[src/rtl/switch_debounce_edge_if.sv]
// Switch front-end bus: raw switch inputs toward the debouncer, clean level and
// edge pulses back out, plus a per-channel FSM state tap for observation.
//
// Signalling: there is no valid/ready handshake on this bus. sw is sampled on
// every s_clk posedge with no timing relationship assumed; o_level, o_press,
// o_release and dbg_pending are registered and valid every cycle. A pulse on
// o_press/o_release is exactly one cycle wide and must be consumed in that cycle.
interface switch_debounce_edge_if #(
   parameter int NUM_SW = 1
);
   logic [NUM_SW-1:0] sw;
   logic [NUM_SW-1:0] o_level;
   logic [NUM_SW-1:0] o_press;
   logic [NUM_SW-1:0] o_release;
   logic [NUM_SW-1:0] dbg_pending;

   modport master (
      output sw,
      input  o_level,
      input  o_press,
      input  o_release,
      input  dbg_pending
   );

   modport slave (
      input  sw,
      output o_level,
      output o_press,
      output o_release,
      output dbg_pending
   );
endinterface

[src/rtl/switch_debounce_edge.sv]
// Multi-channel switch synchroniser + debouncer with registered press/release
// pulses. Each channel is independent: a synchroniser chain feeds a two-state
// FSM that accepts a new level only after DEBOUNCE_CYCLES consecutive cycles
// of disagreement with the current debounced level.
module switch_debounce_edge #(
   parameter int NUM_SW          = 1,
   parameter int DEBOUNCE_CYCLES = 1000000,
   parameter int SYNC_STAGES     = 2
) (
   input logic                  s_clk,
   input logic                  rst,
   switch_debounce_edge_if.slave bus
);

   localparam int            CW       = $clog2(DEBOUNCE_CYCLES);
   localparam logic [CW-1:0] CNT_LAST = CW'(DEBOUNCE_CYCLES - 1);

   typedef enum logic {
      ST_STABLE  = 1'b0,
      ST_PENDING = 1'b1
   } state_t;

   logic [NUM_SW-1:0] level_w;
   logic [NUM_SW-1:0] press_w;
   logic [NUM_SW-1:0] release_w;
   logic [NUM_SW-1:0] pending_w;

   for (genvar g = 0; g < NUM_SW; g++) begin : g_ch
      logic [SYNC_STAGES-1:0] sync_q;
      logic                   sync_out;
      state_t                 state_q, state_d;
      logic [CW-1:0]          cnt_q, cnt_d;
      logic                   level_q, level_d;
      logic                   press_q, press_d;
      logic                   release_q, release_d;

      // Synchroniser chain: shift the raw switch in, oldest stage is the output.
      always_ff @(posedge s_clk or posedge rst) begin
         if (rst) sync_q <= '0;
         else     sync_q <= {sync_q[SYNC_STAGES-2:0], bus.sw[g]};
      end

      assign sync_out = sync_q[SYNC_STAGES-1];

      // FSM state, counter, level and pulse registers.
      always_ff @(posedge s_clk or posedge rst) begin
         if (rst) begin
            state_q   <= ST_STABLE;
            cnt_q     <= '0;
            level_q   <= 1'b0;
            press_q   <= 1'b0;
            release_q <= 1'b0;
         end else begin
            state_q   <= state_d;
            cnt_q     <= cnt_d;
            level_q   <= level_d;
            press_q   <= press_d;
            release_q <= release_d;
         end
      end

      // Next state: count consecutive mismatch cycles; commit and pulse on the
      // last one, drop back to STABLE silently if the input returns (bounce).
      always_comb begin
         state_d   = state_q;
         cnt_d     = cnt_q;
         level_d   = level_q;
         press_d   = 1'b0;
         release_d = 1'b0;
         case (state_q)
            ST_STABLE: begin
               cnt_d = '0;
               if (sync_out != level_q) begin
                  state_d = ST_PENDING;
                  cnt_d   = CW'(1);
               end
            end
            ST_PENDING: begin
               if (sync_out == level_q) begin
                  state_d = ST_STABLE;
                  cnt_d   = '0;
               end else if (cnt_q == CNT_LAST) begin
                  state_d   = ST_STABLE;
                  cnt_d     = '0;
                  level_d   = sync_out;
                  press_d   = sync_out;
                  release_d = ~sync_out;
               end else begin
                  cnt_d = cnt_q + CW'(1);
               end
            end
            default: begin
               state_d = ST_STABLE;
               cnt_d   = '0;
            end
         endcase
      end

      assign level_w[g]   = level_q;
      assign press_w[g]   = press_q;
      assign release_w[g] = release_q;
      assign pending_w[g] = (state_q == ST_PENDING);
   end

   assign bus.o_level     = level_w;
   assign bus.o_press     = press_w;
   assign bus.o_release   = release_w;
   assign bus.dbg_pending = pending_w;

endmodule

[src/flat_wrapper.sv]
// flat-port wrapper written by rule: the top's interface ports become plain ports
module switch_debounce_edge_flat 
#(
   parameter int NUM_SW          = 1,
   parameter int DEBOUNCE_CYCLES = 1000000,
   parameter int SYNC_STAGES     = 2
)
  (s_clk, rst, bus_sw, bus_o_level, bus_o_press, bus_o_release, bus_dbg_pending);
  switch_debounce_edge_if #(.NUM_SW(NUM_SW)) bus_i ();
  input logic s_clk;
  input logic rst;
  input wire logic [$bits(bus_i.sw)-1:0] bus_sw;
  output wire logic [$bits(bus_i.o_level)-1:0] bus_o_level;
  output wire logic [$bits(bus_i.o_press)-1:0] bus_o_press;
  output wire logic [$bits(bus_i.o_release)-1:0] bus_o_release;
  output wire logic [$bits(bus_i.dbg_pending)-1:0] bus_dbg_pending;
  assign bus_i.sw = bus_sw;
  assign bus_o_level = bus_i.o_level;
  assign bus_o_press = bus_i.o_press;
  assign bus_o_release = bus_i.o_release;
  assign bus_dbg_pending = bus_i.dbg_pending;
  switch_debounce_edge #(.NUM_SW(NUM_SW), .DEBOUNCE_CYCLES(DEBOUNCE_CYCLES), .SYNC_STAGES(SYNC_STAGES)) u_core (.s_clk(s_clk), .rst(rst), .bus(bus_i));
endmodule
[config.mk]
export PLATFORM = sky130hd
export DESIGN_NAME = switch_debounce_edge_flat
export DESIGN_NICKNAME = d
export VERILOG_FILES = /design/src/rtl/switch_debounce_edge_if.sv /design/src/rtl/switch_debounce_edge.sv /design/src/flat_wrapper.sv
export SDC_FILE = /design/constraint.sdc
export NUM_CORES = 1
export LEC_CHECK = 0
export ABC_AREA = 1
export CORE_UTILIZATION = 35
export DETAILED_ROUTE_END_ITERATION = 12
export SLEW_MARGIN = 15
export SYNTH_ARGS = -nofsm -noshare
export SYNTH_HDL_FRONTEND = slang
export SYNTH_SLANG_ARGS = --single-unit
[constraint.sdc]
create_clock -name s_clk -period 1.8 [get_ports s_clk]
set_input_delay 0.36 -clock s_clk [delete_from_list [all_inputs] [get_ports s_clk]]
set_output_delay 0.36 -clock s_clk [all_outputs]
set_load 0.05 [all_outputs]
==> out/results.ini, run 1 <==
[clocking]
clockBufferDepth = 2
cts.htree.levels = 1
numCtsBuffers = 3
insertion_delay_ns = 0.27
clk_root_buffer_cell = clkbuf_8
clk_pin_slew_ns = 0.09
cts_resized = 0
cts_tree = built
cts_setup_buffers = 0
clock-sinks = 26
cts_hold_buf = 0

[detailed_routing]
routed_wl_mm = 2.32
vias = 998
drt_iter0_markers = 47
detail_route.wl_per_cell_um = 9.92
wl_met3_um = 36
drtAntennaViolNets = 0
wl_met1_mm = 1.25
wl_met2_mm = 1.02
routed.top_layer = met4
drtPass1Iterations = 4
vias_per_cell = 4.26
drc = 0

[timing]
max_slew.worst_pin.slew_ns = 0.485
fin_crit_sh_pct = 96.9
setup_viol = 0
rsz0062_at_grt = false
finalWorstSetupSlack_ns = 0.0562
timing.fmax_mhz = 573
finalMaxSlewViolations = 0
setup_tns_ns = 0
fin_worst_skew_ns = 0.00935
hold_viol = 0
relSlewSlack_pct = 67.5
fin_crit_ns = 1.74

[placement]
gp_congestion = 0.812
portBuffers = 6
place_hpwl_mm = 1.77
dp_slack_ns = 0.251

[worst_setup_path]
crit_arrival_ns = 1.38
cp_top_family = buffers and inverters
critPathCaptureType = output port
crit_buf_inv = 1
worstPathCellList = clkdlybuf4s50_1
crit_fanout = 1
cp.required_ns = 1.44
worst-setup-path-type = flip-flop to output port
startpoint_type = flip-flop
cp_slowest_stage_delay_ns = 0.79
crit_slowest_cell = clkdlybuf4s50_1

[global_routing]
grt_pass1_wl_mm = 4.21
antenna_found_initial = 0
grt_usage_pct = 13.0
overflow = 0
grt_max_degree = 27
first_global_vias = 997

[finish]
fillers = 391
nets = 191
multi_input_area_sq_um = 629
n_antenna_cell = 0
synthToLayoutAreaGrowth_pct = 13.2
seqCellArea_sq_um = 651
layout-drive-gt1-share_pct = 14.5

[yosys]
synth_mux_area_share_pct = 0
synth_seq_cells = 26
yosys.area_share.simple_pct = 36.9
synth.distinct_cells = 24
synth_adder_area_share_pct = 0.903
syn_inst = 176
netlist_area_sq_um = 1390
ys_seq_area_share_pct = 47.0
ys_warn_count = 0
synth_compound_area_share_pct = 1.99
syn-num-nets = 180
syn_avg_cell_area_sq_um = 7.87
synth_xor_area_share_pct = 5.69
synth_top_family_by_area = simple AND/OR/NAND/NOR gates

[hold_path]
hold_class = flip-flop to flip-flop

[floorplan]
die_x_um = 64.9
fp-row-count = 22
start_util_pct = 37.3
coreArea_sq_um = 3720
die_area_sq_um = 4210
io_pins = 7
fp.dieH_um = 64.9

[power_and_ir_drop]
ir_drop_uv = 260
leakage_uw = 0.000714
powerDensity_nw_per_um2 = 734

[status]
status = completed

[flow_run]
drv_cap = 0

## Yosys cell counts, drive strengths merged
master	n	area, sq um
a21oi	1	5.00
ha	1	12.5
xnor2	3	26.3
dfrtp	26	651
nor2	49	224
xor2	6	52.6
o21ai	3	15.0
inv	25	93.8
nand4	1	6.26
a21o	1	7.51
nor3	3	31.3
nand3	8	45.0
nand3b	1	7.51
or2	1	6.26
buf	1	11.3
nand2	46	190
## metrics by stage
step,utilization (%),hold WS [ns],instances,instance area [sq um],power [uW]
after floorplan,-,0.331,176,1390,670
after global placement,40.3,0.336,230,1500,688
after detailed placement,40.3,0.336,230,1500,689
after CTS,42.2,0.359,234,1570,1170
after global routing,42.2,0.382,234,1570,1200
final,42.2,0.357,234,1570,1150
## sequential cells by signal, indices dropped and copies added, names as in the netlist
signal / count
u_core.bus.dbg_pending: 1
u_core.bus.o_level: 1
u_core.bus.o_press: 1
u_core.bus.o_release: 1
u_core.g_ch.cnt_q: 20
u_core.g_ch.sync_q: 2
## cells in the final DEF (no fill, tap or decap), types with 4 or more instances in the layout
cell,n
nor2_1,39
clkdlybuf4s50_1,4
xor2_1,6
nand2_2,4
dfrtp_1,26
nand2_1,41
nand3_1,7
inv_1,24
nor2_2,7
## worst register-to-register path, cell delays in order (launching register included)
cell and delay, ns:
dfrtp_1 0.38, ha_1 0.17, nand2_1 0.13, nor3_4 0.23
nand3_2 0.12, nand2_4 0.19, inv_1 0.11, nand2_1 0.08
nor2_2 0.03
## path summary, 6_finish.rpt
path / start / endpoint / slack [ns] / cells after the start
hold / removal: u_core.g_ch[0].sync_q[0] / u_core.g_ch[0].sync_q[1] / 0.36 / 0
max in group asynchronous: rst / u_core.g_ch[0].cnt_q[8] / 1.12 / 3
hold reg to reg: u_core.g_ch[0].sync_q[0] / u_core.g_ch[0].sync_q[1] / 0.36 / 0
setup reg to reg: u_core.g_ch[0].cnt_q[0] / u_core.g_ch[0].cnt_q[16] / 0.25 / 8
setup / recovery: u_core.bus.o_press / bus_o_press / 0.06 / 1
min in group asynchronous: rst / u_core.bus.dbg_pending / 0.42 / 3
## cell type report
type,instances,share of cell area (%)
well taps,48,3.83
repair buffers,7,3.99
clock buffers,3,2.63
clock inverters,1,1.92
inverters,25,5.99
flip-flops and latches,26,41.5
multi-input cells,124,40.1
## routing by layer
metal | up-vias | GRT usage (%)
li1 | 543 | -
met1 | 449 | 17.4
met5 | - | 0
met3 | 2 | 2.11
met2 | 4 | 20.8
met4 | 0 | 5.00
## where the power goes
group	internal, uW	total, uW	switching [uW]
clock network	297	476	179
logic	21.8	72.8	51.0
registers	595	602	7.34
total	914	1150	237
## cells by family (layout without fill, tap and decap cells)
| kind of cell | after synthesis | in the layout |
|---|---|---|
| flops | 26 | 26 |
| simple gates | 109 | 109 |
| xor+xnor | 9 | 9 |
| buf+inv | 26 | 36 |
| fa+ha+maj | 1 | 1 |
| compound gates | 5 | 5 |
Power figures use the tool's default switching activity.
==> inputs of run 2 (changes only) <==
--- a/config.mk
+++ b/config.mk
@@ -7,7 +7,9 @@
 export LEC_CHECK = 0
 export ABC_AREA = 1
 export CORE_UTILIZATION = 35
+export CTS_CLUSTER_DIAMETER = 40
 export DETAILED_ROUTE_END_ITERATION = 12
+export RECOVER_POWER = 50
 export SLEW_MARGIN = 15
 export SYNTH_ARGS = -nofsm -noshare
 export SYNTH_HDL_FRONTEND = slang
==> out/results.ini, run 2 (synthesized netlist as in run 1, its figures left out) <==
[status]
status = completed

[power_and_ir_drop]
internal_power_uw = 913  ; -0.17%
fin_total_pwr_uw = 1150  ; -0.14%
powerDensity_nw_per_um2 = 735  ; about the same
p_sw_uw = 237  ; about the same
clkPwrFrac_pct = 41.4  ; about the same
pwr-share-comb_pct = 6.2  ; about the same
seqPwrFrac_pct = 52.4  ; about the same
leakage_uw = 0.000714  ; about the same
ir_drop_uv = 260  ; about the same
swShare_pct = 20.6  ; +0.026 points

[finish]
layout-drive-gt1-share_pct = 14.5  ; unchanged
biggestRegsByFlops = u_core.g_ch.cnt_q: 20 flops, u_core.g_ch.sync_q: 2 flops
synthToLayoutAreaGrowth_pct = 13.0
largest_register = u_core.g_ch.cnt_q
final_cell_mix = nand2_1 (41), nor2_1 (39), dfrtp_1 (26)
fillers = 391  ; unchanged
nets = 191  ; unchanged
largest_register_ffs = 20  ; unchanged
final_common_cell = nand2_1
fin_cells = 234  ; unchanged
n_antenna_cell = 0  ; unchanged

[floorplan]
die_area_sq_um = 4210  ; unchanged
fp.dieH_um = 64.9  ; unchanged
start_util_pct = 37.3  ; unchanged
io_pins = 7  ; unchanged
fp-row-count = 22  ; unchanged
die_x_um = 64.9  ; unchanged
coreArea_sq_um = 3720  ; unchanged

[detailed_routing]
drtAntennaViolNets = 0  ; unchanged
drtPass1Iterations = 4  ; unchanged
drc = 0  ; unchanged
routed_wl_mm = 2.32  ; unchanged
detail_route.wl_per_cell_um = 9.92  ; unchanged
drt_iter0_markers = 47  ; unchanged
vias_per_cell = 4.26  ; unchanged
vias = 998  ; unchanged

[hold_path]
whs_path_depth = 0  ; unchanged
holdCritStartpoint = u_core.g_ch[0].sync_q[0]
hold_class = flip-flop to flip-flop
hold_path_end = u_core.g_ch[0].sync_q[1]

[worst_setup_path]
critPathCaptureType = output port
crit_arrival_ns = 1.38  ; about the same
rr_worst_depth = 8  ; unchanged
cp_top_family = buffers and inverters
crit_buf_inv = 1  ; unchanged
cp_slowest_stage_delay_ns = 0.79  ; about the same
startpoint_type = flip-flop
cp.required_ns = 1.44  ; about the same
worstPathCellList = clkdlybuf4s50_1
crit_slowest_cell = clkdlybuf4s50_1
r2r-start = u_core.g_ch[0].cnt_q[0]
r2r_end = u_core.g_ch[0].cnt_q[16]
worst-setup-path-type = flip-flop to output port
crit_fanout = 1  ; unchanged
rrSetupSlack_ns = 0.25  ; about the same

[global_routing]
overflow = 0  ; unchanged
grt_max_degree = 27  ; unchanged
grt_pass1_wl_mm = 4.21  ; unchanged
antenna_found_initial = 0  ; unchanged
first_global_vias = 997  ; unchanged
grt_usage_pct = 13.0  ; unchanged

[flow_run]
drv_cap = 0  ; unchanged

[clocking]
clk_root_buffer_cell = clkbuf_8
clock-sinks = 26  ; unchanged
cts.htree.levels = 1  ; unchanged
clk_pin_slew_ns = 0.09  ; about the same
cts_setup_buffers = 0  ; unchanged
cts_tree = built
cts_resized = 0  ; unchanged
cts_hold_buf = 0  ; unchanged
insertion_delay_ns = 0.27  ; about the same
numCtsBuffers = 3  ; unchanged
clockBufferDepth = 2  ; unchanged

[timing]
fin_crit_ns = 1.74  ; -0.00000490 ns
finalMaxSlewViolations = 0  ; unchanged
fin_crit_sh_pct = 96.9  ; about the same
timing.fmax_mhz = 573  ; about the same
setup_viol = 0  ; unchanged
finalWorstSetupSlack_ns = 0.0562  ; +0.00000490 ns
setup_tns_ns = 0  ; unchanged
relSlewSlack_pct = 58.9  ; -8.6 points
hold_slack_ns = 0.357  ; -0.00000100 ns
fin_worst_skew_ns = 0.00935  ; -0.00000358 ns
hold_viol = 0  ; unchanged
rsz0062_at_grt = false
max_slew.worst_pin.slew_ns = 0.616  ; +0.130 ns

[placement]
place_hpwl_mm = 1.77  ; unchanged
dp_slack_ns = 0.251  ; unchanged
portBuffers = 6  ; unchanged
gp_congestion = 0.812  ; unchanged
dp.cells = 230  ; unchanged

run 2: cell types whose count changed in the layout (fill, tap and decap cells not counted), sizes merged:
cell	delta
dlygate4sd3	+2
buf	-1
clkdlybuf4s50	-2
clkbuf	+1
run 2: how the worst max path moves through the flow:
stage / depth (start not counted) / to / slack [ns] / from
2_1_floorplan: 5 / u_core.g_ch[0].cnt_q[15] / 0.43 / u_core.bus.o_level
3_3_place_gp: 8 / u_core.g_ch[0].cnt_q[16] / 0.31 / u_core.g_ch[0].cnt_q[0]
3_5_place_dp: 8 / u_core.g_ch[0].cnt_q[16] / 0.25 / u_core.g_ch[0].cnt_q[0]
4_1_cts: 1 / bus_o_press / 0.04 / u_core.bus.o_press
5_1_grt: 1 / bus_o_press / 0.0008 / u_core.bus.o_press
6_report: 1 / bus_o_press / 0.06 / u_core.bus.o_press
run 2: layout make-up:
type	instances	area [sq um]	area share (%)
clock inverter	1	30.0	1.92
inverter	25	93.8	6.00
multi-input combinational	124	629	40.2
tap	48	60.1	3.84
timing repair buffer	7	60.1	3.84
sequential	26	651	41.6
clock buffer	3	41.3	2.64
run 2: power by group through the flow:
stage | Sequential, uW | Clock, uW | Combinational, uW
after floorplan | 625 | 0 | 45.2
after global placement | 614 | 0 | 74.4
after detailed placement | 614 | 0 | 74.8
after CTS | 603 | 496 | 75.2
after global routing | 604 | 512 | 81.5
final | 602 | 476 | 71.2
run 2: per-layer routing:
metal  vias to the layer above  routed length [um]  global-route usage [%]
li1                        543                   -                       -
met1                       449                1250                    17.4
met2                         4                1020                    20.8
met3                         2                  36                    2.11
met4                         0                  19                    5.00
met5                         -                   0                       0
run 2: stage by stage:
step | utilization, % | cell area (sq um)
CTS | 42.2 | 1570
floorplan | - | 1390
detailed placement | 40.3 | 1500
finish | 42.1 | 1570
global route | 42.1 | 1570
global placement | 40.3 | 1500
==> inputs of run 3 (changes only) <==
--- a/config.mk
+++ b/config.mk
@@ -5,8 +5,8 @@
 export SDC_FILE = /design/constraint.sdc
 export NUM_CORES = 1
 export LEC_CHECK = 0
-export ABC_AREA = 1
-export CORE_UTILIZATION = 35
+export CORE_MARGIN = 5
+export CORE_UTILIZATION = 39
 export CTS_CLUSTER_DIAMETER = 40
 export DETAILED_ROUTE_END_ITERATION = 12
 export RECOVER_POWER = 50
==> out/results.ini, run 3 <==
[status]
status = completed

[clocking]
cts_hold_buf = 0  ; unchanged
cts.htree.levels = 1  ; unchanged
clk_pin_slew_ns = 0.14  ; +0.05 ns
clk_root_buffer_cell = clkbuf_4
clock-sinks = 26  ; unchanged
cts_tree = built
numCtsBuffers = 3  ; unchanged
insertion_delay_ns = 0.32  ; +0.05 ns
clockBufferDepth = 2  ; unchanged

[floorplan]
die_area_sq_um = 4400  ; +4.5%
fp.dieH_um = 66.4  ; +2.2%
io_pins = 7  ; unchanged
die_x_um = 66.4  ; +2.2%
coreArea_sq_um = 3050  ; -18%
start_util_pct = 40.6  ; +3.3 points
fp-row-count = 20  ; -9.1%

[detailed_routing]
drtAntennaViolNets = 0  ; unchanged
routed_wl_mm = 2.55  ; +10%
vias = 945  ; -5.3%
detail_route.wl_per_cell_um = 13.7  ; +38%
vias_per_cell = 5.08  ; +19%
drt_iter0_markers = 16  ; -66%
drtPass1Iterations = 4  ; unchanged
drc = 0  ; unchanged

[placement]
dp.cells = 180  ; -22%
portBuffers = 6  ; unchanged
place_hpwl_mm = 1.82  ; +2.3%
gp_congestion = 0.876  ; +8.0%
dp_slack_ns = 0.0280  ; -0.223 ns

[finish]
fillers = 304  ; -22%
synthToLayoutAreaGrowth_pct = 21.0
largest_register = u_core.g_ch.cnt_q
biggestRegsByFlops = u_core.g_ch.cnt_q: 20 flops, u_core.g_ch.sync_q: 2 flops
n_antenna_cell = 0  ; unchanged
largest_register_ffs = 20  ; unchanged
nets = 147  ; -23%
layout-drive-gt1-share_pct = 24.6  ; +10 points
final_cell_mix = dfrtp_1 (24), nor2_1 (17), buf_4 (17)
fin_cells = 186  ; -21%
final_common_cell = dfrtp_1

[yosys]
synth_xor_area_share_pct = 9.90  ; +4.2 points
synth_top_family_by_area = simple AND/OR/NAND/NOR gates
ys_seq_area_share_pct = 52.5  ; +5.6 points
synth.most_common_cell = dfrtp_1
synthTopCellsByArea = dfrtp_1 (53%), xor2_1 (5.7%), nor2_1 (5.2%), xnor2_1 (4.2%), nand4_1 (2.5%)
netlist_area_sq_um = 1240  ; -11%
synth_commonest_cells = dfrtp_1 (26), nor2_1 (17), xor2_1 (8)
synth_top_area_cell = dfrtp_1
synth_seq_cells = 26  ; unchanged
yosysTopAreaCellShare_pct = 52.5  ; +5.6 points
ys.flop_type = dfrtp_1
synth.distinct_cells = 30  ; +25%
syn_avg_cell_area_sq_um = 10.2  ; +30%
synth-edff-count = 0  ; unchanged
synth_mux_area_share_pct = 0.909  ; +0.91 points
syn_inst = 121  ; -31%
synth_compound_area_share_pct = 6.36  ; +4.4 points
ys_warn_count = 0  ; unchanged
postSynth.asyncResetShare_pct = 100  ; unchanged
yosys.area_share.simple_pct = 26.3  ; -11 points
synth_adder_area_share_pct = 1.01  ; +0.11 points
syn-num-nets = 125  ; -31%

[worst_setup_path]
rrSetupSlack_ns = 0.001  ; -0.25 ns
crit_fanout = 8  ; +7
worst-setup-path-type = flip-flop to flip-flop
critPathCaptureType = flip-flop
crit_arrival_ns = 2.06  ; +0.68 ns
cp.required_ns = 2.06  ; +0.62 ns
startpoint_type = flip-flop

[hold_path]
hold_class = flip-flop to flip-flop

[global_routing]
grt_pass1_wl_mm = 4.44  ; +5.6%
grt_usage_pct = 13.1  ; +0.15 points
grt_max_degree = 27  ; unchanged
first_global_vias = 1020  ; +2.3%
antenna_found_initial = 0  ; unchanged
overflow = 0  ; unchanged

[flow_run]
drv_cap = 0  ; unchanged

[power_and_ir_drop]
leakage_uw = 0.000628  ; -12%
powerDensity_nw_per_um2 = 629  ; -14%
ir_drop_uv = 375  ; +44%

[timing]
max_slew.worst_pin.slew_ns = 0.642  ; +0.0266 ns
relSlewSlack_pct = 57.2  ; -1.8 points
setup_tns_ns = 0  ; unchanged
hold_viol = 0  ; unchanged
hold_slack_ns = 0.385  ; +0.0279 ns
finalMaxSlewViolations = 0  ; unchanged
fin_crit_sh_pct = 99.9  ; +3.0 points
fin_worst_skew_ns = 0.00789  ; -0.00145 ns
fin_crit_ns = 1.80  ; +0.0548 ns
timing.fmax_mhz = 556  ; -3.0%
rsz0062_at_grt = true
finalWorstSetupSlack_ns = 0.00140  ; -0.0548 ns
setup_viol = 0  ; unchanged

## run 3: changes by cell type in the layout (fill, tap and decap cells not counted), sizes merged, moves of 4 or more
cell,change
inv,-21
nor2,-32
nand2,-39
nor4,+4
nand4,+5
a21oi,+5
buf,+16
## run 3: area by class of cell
cell class / count / area [sq um] / share of cell area [%]
Timing Repair Buffer: 21 / 164 / 10.9
Clock buffer: 4 / 36.3 / 2.42
Inverter: 4 / 15.0 / 1.00
Sequential cell: 26 / 653 / 43.6
Tap cell: 44 / 55.1 / 3.67
Multi-Input combinational cell: 87 / 576 / 38.4
## run 3: logic make-up (layout without fill, tap and decap cells)
| logic type | count (synthesis) | count (layout) |
|---|---|---|
| compound gates | 13 | 13 |
| xor+xnor | 14 | 14 |
| fa+ha+maj | 1 | 1 |
| buf+inv | 8 | 29 |
| flops | 26 | 26 |
| mux | 1 | 1 |
| simple gates | 58 | 58 |
## run 3: metrics by stage
stage / power (uW) / util, % / cell area, sq um
final: 943 / 49.1 / 1500
after global routing: 990 / 49.1 / 1500
after detailed placement: 658 / 46.5 / 1420
after CTS: 961 / 47.7 / 1460
after global placement: 657 / 46.5 / 1420
after floorplan: 634 / - / 1240
## run 3: worst paths after layout
check | from | end | depth (start not counted)
min in group asynchronous | rst | u_core.g_ch[0].cnt_q[18] | 3
setup / recovery | u_core.g_ch[0].cnt_q[10] | u_core.g_ch[0].cnt_q[19] | 5
hold reg to reg | u_core.g_ch[0].sync_q[0] | u_core.g_ch[0].sync_q[1] | 0
hold / removal | u_core.g_ch[0].sync_q[0] | u_core.g_ch[0].sync_q[1] | 0
setup reg to reg | u_core.g_ch[0].cnt_q[10] | u_core.g_ch[0].cnt_q[19] | 5
max in group asynchronous | rst | u_core.g_ch[0].cnt_q[6] | 3
## run 3: critical path: stages (launching register included)
cell	delay [ns]
dfrtp_1	0.43
buf_6	0.13
and4_4	0.22
nand4_1	0.23
or4_1	0.59
a21oi_1	0.14
## run 3: report_power, final
group / switching [uW] / total (uW) / internal [uW]
logic: 31.9 / 49.3 / 17.4
clock network: 175 / 298 / 124
registers: 4.80 / 595 / 590
## run 3: routing by layer
metal  track usage (%)  wire length (um)
met5                 0                 0
met4              3.55                22
met3              3.57                81
met2              22.9              1280
met1              15.7              1170
## run 3: what timing repair did
item / 4_1_cts / 5_1_grt
buffers inserted: 0 / 2
endpoints found under the setup margin: 0 / 16
gates resized for setup: 0 / 9
==> patch 1, RTL diff (settings of run 2) <==
`NUM_SW` is set to 1 in 3 places; all go to 2.
--- a/src/rtl/switch_debounce_edge_if.sv
+++ b/src/rtl/switch_debounce_edge_if.sv
@@ -6,7 +6,7 @@
 // o_release and dbg_pending are registered and valid every cycle. A pulse on
 // o_press/o_release is exactly one cycle wide and must be consumed in that cycle.
 interface switch_debounce_edge_if #(
-   parameter int NUM_SW = 1
+   parameter int NUM_SW = 2
 );
    logic [NUM_SW-1:0] sw;
    logic [NUM_SW-1:0] o_level;
--- a/src/rtl/switch_debounce_edge.sv
+++ b/src/rtl/switch_debounce_edge.sv
@@ -3,7 +3,7 @@
 // FSM that accepts a new level only after DEBOUNCE_CYCLES consecutive cycles
 // of disagreement with the current debounced level.
 module switch_debounce_edge #(
-   parameter int NUM_SW          = 1,
+   parameter int NUM_SW          = 2,
    parameter int DEBOUNCE_CYCLES = 1000000,
    parameter int SYNC_STAGES     = 2
 ) (
--- a/src/flat_wrapper.sv
+++ b/src/flat_wrapper.sv
@@ -1,7 +1,7 @@
 // flat-port wrapper written by rule: the top's interface ports become plain ports
 module switch_debounce_edge_flat 
 #(
-   parameter int NUM_SW          = 1,
+   parameter int NUM_SW          = 2,
    parameter int DEBOUNCE_CYCLES = 1000000,
    parameter int SYNC_STAGES     = 2
 )
Interface: changed (5 resized); port bits go from 7 to 12. No check against the original RTL was run, so the function may have changed too.
==> patch 1 against run 2 <==
Area after synthesis increased by 100%. Sequential cell count increased by 26. Cell area increased by 96%. Power increased by 79%. Setup slack improved by 0.17 ns. First-iteration DRC count increased to 2.6 times the old value. Critical path type is now reg -> reg. Wire length increased by 130%. Global-route usage increased by 0.93 points.
==> patch 1: results <==
route:
  drt_iter0_markers: 123
  routed_wl_um: 5280
  dr_total_vias: 2140
  wl_per_cell_um: 11.1
setup_path:
  ff2ff_path_depth: 7
  cp_data_arrival_time_ns: 1.77
  worstSetupStartpoint: "u_core.g_ch[1].cnt_q[0]$_DFF_PP0_"
  endpoint: "u_core.g_ch[1].cnt_q[9]$_DFF_PP0_"
  reg2reg_slack_ns: 0.23
  max_stage_delay_ns: 0.40
clock_tree:
  clock_latency_ns: 0.31
  clkTransAtPathRegs_ns: 0.10
  htreeDepth: 2
  numCtsBuffers: 5
power:
  p_sw_w: 0.000548
  leakage_nw: 1.43
  peakVddDrop_mv: 0.304
placement:
  dp_cells: 468
  dpl-instance-area_um2: 2990
  numPortBuffers: 11
  gp_congestion: 0.951
  pre_cts_slack_ns: 0.233
grt:
  grt_pass1_wl_um: 9490
  track_usage_pct: 13.9
  grt_max_degree: 39
outcome:
  outcome: "completed"
yosys:
  ys_top_cells_by_count: "nor2_1 (80), nand2_1 (76), dfrtp_1 (52)"
  synth_cell_types: 29
  yosys-top-cells-area: "dfrtp_1 (46%), nor2_1 (11%), nand2_1 (10%)"
  ys_seq_area_share_pct: 46.0
  synth_nets: 369
  syn_avg_cell_area_um2: 7.80
timing:
  clock_skew_ns: 0.0104
  period_minus_slack_ns: 1.57
  relSlewSlack_pct: 63.3
finish:
  fillers: 821
  final_nets: 379
  largestRegisters: "u_core.g_ch.cnt_q: 40 flops, u_core.g_ch.sync_q: 4 flops"
  drive_gt1_share_pct: 12.6
  post-route-util_pct: 39.6
## patch 1: cell count changes in the layout (fill, tap and decap cells not counted), sizes merged, moves of 7 or more
cell / run 2 / this run
dfrtp: 26 / 52
inv: 25 / 54
nand3: 8 / 22
nor3: 3 / 10
xor2: 6 / 15
buf: 2 / 9
nand2: 46 / 84
nor2: 49 / 91
## patch 1: power groups by stage
stage,combinational (W),clock (W),sequential (W)
6_report,0.000149,0.000706,0.00121
5_1_grt,0.000171,0.000783,0.00121
3_3_place_gp,0.000158,0,0.00123
2_1_floorplan,0.000125,0,0.00123
3_5_place_dp,0.000160,0,0.00123
4_1_cts,0.000160,0.000742,0.00121
## patch 1: how the worst min path moves through the flow
stage	slack, ns	start	endpoint
floorplan	0.33	u_core.g_ch[0].sync_q[0]$_DFF_PP0_	u_core.g_ch[0].sync_q[1]$_DFF_PP0_
global placement	0.34	u_core.g_ch[0].sync_q[0]$_DFF_PP0_	u_core.g_ch[0].sync_q[1]$_DFF_PP0_
global route	0.37	u_core.g_ch[1].sync_q[0]$_DFF_PP0_	u_core.g_ch[1].sync_q[1]$_DFF_PP0_
finish	0.36	u_core.g_ch[1].sync_q[0]$_DFF_PP0_	u_core.g_ch[1].sync_q[1]$_DFF_PP0_
detailed placement	0.34	u_core.g_ch[0].sync_q[0]$_DFF_PP0_	u_core.g_ch[0].sync_q[1]$_DFF_PP0_
CTS	0.32	rst	u_core.g_ch[0].cnt_q[5]$_DFF_PP0_
## patch 1: metal layers
| metal | vias to the layer above | track usage [%] | routed length [µm] |
|---|---|---|---|
| met4 | 0 | 3.26 | 48 |
| met1 | 997 | 17.3 | 2420 |
| met3 | 6 | 3.07 | 142 |
| met5 | - | 0 | 0 |
| met2 | 25 | 24.4 | 2670 |
| li1 | 1112 | - | - |
## patch 1: layout make-up
cell class	count	area share, %
flip-flops and latches	52	42.3
multi-input cells	249	40.7
inverters	52	6.35
well taps	102	4.15
repair buffers	13	3.42
clock buffers	5	2.24
clock inverters	3	0.814
## patch 1: worst max-delay path, delay by kind of cell (launching register included)
kind | cells | cell delay, ns
buffers and inverters | 1 | 0.18
flip-flops | 1 | 0.40
adder cells (fa/ha/maj) | 1 | 0.19
AND/OR/NAND/NOR | 5 | 0.68
## patch 1: cells by family after synthesis
kind of cell,count (synthesis),share of synthesized area [%]
adder cells (fa/ha/maj),2,0.884
XOR/XNOR,19,5.88
AO/OA/AOI/OAI,10,1.99
AND/OR/NAND/NOR,218,35.5
buffers and inverters,62,9.81
flip-flops,52,46.0
==> patch 2, RTL diff (flow settings as in run 2) <==
Made on the original files. Make the reset (`rst`) synchronous in 2 clocked blocks.
--- a/src/rtl/switch_debounce_edge.sv
+++ b/src/rtl/switch_debounce_edge.sv
@@ -35,7 +35,7 @@
       logic                   release_q, release_d;
 
       // Synchroniser chain: shift the raw switch in, oldest stage is the output.
-      always_ff @(posedge s_clk or posedge rst) begin
+      always_ff @(posedge s_clk) begin
          if (rst) sync_q <= '0;
          else     sync_q <= {sync_q[SYNC_STAGES-2:0], bus.sw[g]};
       end
@@ -43,7 +43,7 @@
       assign sync_out = sync_q[SYNC_STAGES-1];
 
       // FSM state, counter, level and pulse registers.
-      always_ff @(posedge s_clk or posedge rst) begin
+      always_ff @(posedge s_clk) begin
          if (rst) begin
             state_q   <= ST_STABLE;
             cnt_q     <= '0;
Function: differs if rst is asserted again (counterexample within 4 cycles, from zero or initial values and one cycle with rst high); with rst held inactive, the same outputs for 10 cycles.
==> patch 2 against run 2 <==
Sequential share of layout area is 5.5 points lower. Wire length is 0.30% lower. Final cell count is 3.0% higher. Sequential cell count stayed put. Non-clock buffer count is 1 lower. Synthesized cell count is 5.7% higher. Worst hold slack better by 0.054 ns. Cell area is 7.8% lower. First-iteration DRC count is 8.5% higher. Area after synthesis is 7.0% lower. Setup slack better by 0.0034 ns. Critical path type unchanged. Critical endpoint is now bus_o_release. Largest cell class is now multi-input combinational cells.
Power is not compared: it rests on default switching activity, and its combinational part moved more than twofold at a synthesized area within 25%.
==> patch 2: results <==
outcome:
  outcome: "completed"
timing:
  relSlewSlack_pct: 60.3
  clock_skew_ns: 0.00513
hold_path:
  whs_path_depth: 2
  hold_path_class: "reg -> reg"
clock_tree:
  hold_buffers: 0
  clkTransAtPathRegs_ns: 0.09
  clock-sinks: 26
  cts.path.max_buffers: 2
  htreeDepth: 1
  clock_latency_ns: 0.27
  post-cts-setup-buffers: 0
yosys:
  yosys-top-cells-area: "dfxtp_1 (40%), nand2_1 (14%), nor2_1 (11%)"
  synth_edf_count: 0
  async_flop_share_pct: 0
  synth_fa_ha_area_share_pct: 0.971
  synth_nets: 190
  ys_top_cells_by_count: "nand2_1 (47), nor2_1 (37), dfxtp_1 (26)"
  synth-xor-area-share_pct: 5.44
  synth_cell_types: 23
  yosysTopAreaCellShare_pct: 40.4
  synth_top_area_cell: "dfxtp_1"
  synth.area.mux_share_pct: 0
  ys_seq_area_share_pct: 40.4
  synth_compound_area_share_pct: 4.47
placement:
  numPortBuffers: 6
  post-dp-hpwl_um: 1800
  gp_congestion: 0.772
  pre_cts_slack_ns: 0.162
  dpl-instance-area_um2: 1390
grt:
  met2_usage_pct: 20.4
  grt_pass1_vias: 940
  track_usage_pct: 13.1
  met3_usage_pct: 2.19
  grt_pass1_wl_um: 4020
  met1_usage_pct: 17.2
  grt_max_degree: 20
finish:
  largestRegisters: "u_core.g_ch.cnt_q: 20 flops, u_core.g_ch.sync_q: 2 flops"
  clockNetworkAreaShare_pct: 4.94
  sh_seq_area_pct: 36.1
  final_design_area_no_fill_um2: 1440
  n_all_buffers: 6
  final_nets: 200
  drive_gt1_share_pct: 8.21
  diodes: 0
  clkbuf_count: 3
  buf_share_pct: 2.86
  multi_input_gates: 134
  multiInputGateArea_um2: 657
  fillers: 375
  nNonClkInverters: 25
route:
  met2WireLength_um: 961
  wl_per_cell_um: 9.60
  wl_met3_um: 72
  vias_per_cell: 4.41
  met1_length_um: 1220
  drt_iter0_markers: 51
power:
  p_seq_share_pct: 53.7
  p_sw_w: 0.000199
## patch 2: cell count changes after synthesis, moves of 2 or more
cell	run 2	this run
a21oi_1	1	5
dfrtp_1	26	0
nand2_2	4	2
nand2_1	41	47
nand4_1	1	4
nor2_1	39	37
xor2_1	6	4
nand3_1	7	11
dfxtp_1	0	26
o21bai_1	0	3
## patch 2: kinds of logic after synthesis
logic type,after synthesis
AOI/OAI and AO/OA,10
xor gates and xnor gates,8
buffers and inverters,26
adders and majority gates,1
DFF,26
and+or+nand+nor,115
## patch 2: path summary, 6_finish.rpt
path	start	endpoint	slack [ns]
worst max-delay path	u_core.bus.o_release$_SDFF_PP0_	bus_o_release	0.06
worst min-delay path	u_core.g_ch[0].sync_q[0]$_SDFF_PP0_	u_core.g_ch[0].sync_q[1]$_SDFF_PP0_	0.41
worst min register to register	u_core.g_ch[0].sync_q[0]$_SDFF_PP0_	u_core.g_ch[0].sync_q[1]$_SDFF_PP0_	0.41
worst max register to register	u_core.g_ch[0].cnt_q[0]$_SDFF_PP0_	u_core.g_ch[0].cnt_q[15]$_SDFF_PP0_	0.27
## patch 2: through the flow
| stage | utilization, % | hold slack (ns) | total power, W | instances |
|---|---|---|---|---|
| 3_3_place_gp | 40.3 | 0.402 | 0.000610 | 237 |
| 2_1_floorplan | - | 0.388 | 0.000602 | 186 |
| 6_report | 41.9 | 0.411 | 0.00108 | 241 |
| 4_1_cts | 42.4 | 0.414 | 0.00110 | 241 |
| 5_1_grt | 41.9 | 0.439 | 0.00112 | 241 |
| 3_5_place_dp | 40.3 | 0.399 | 0.000610 | 237 |
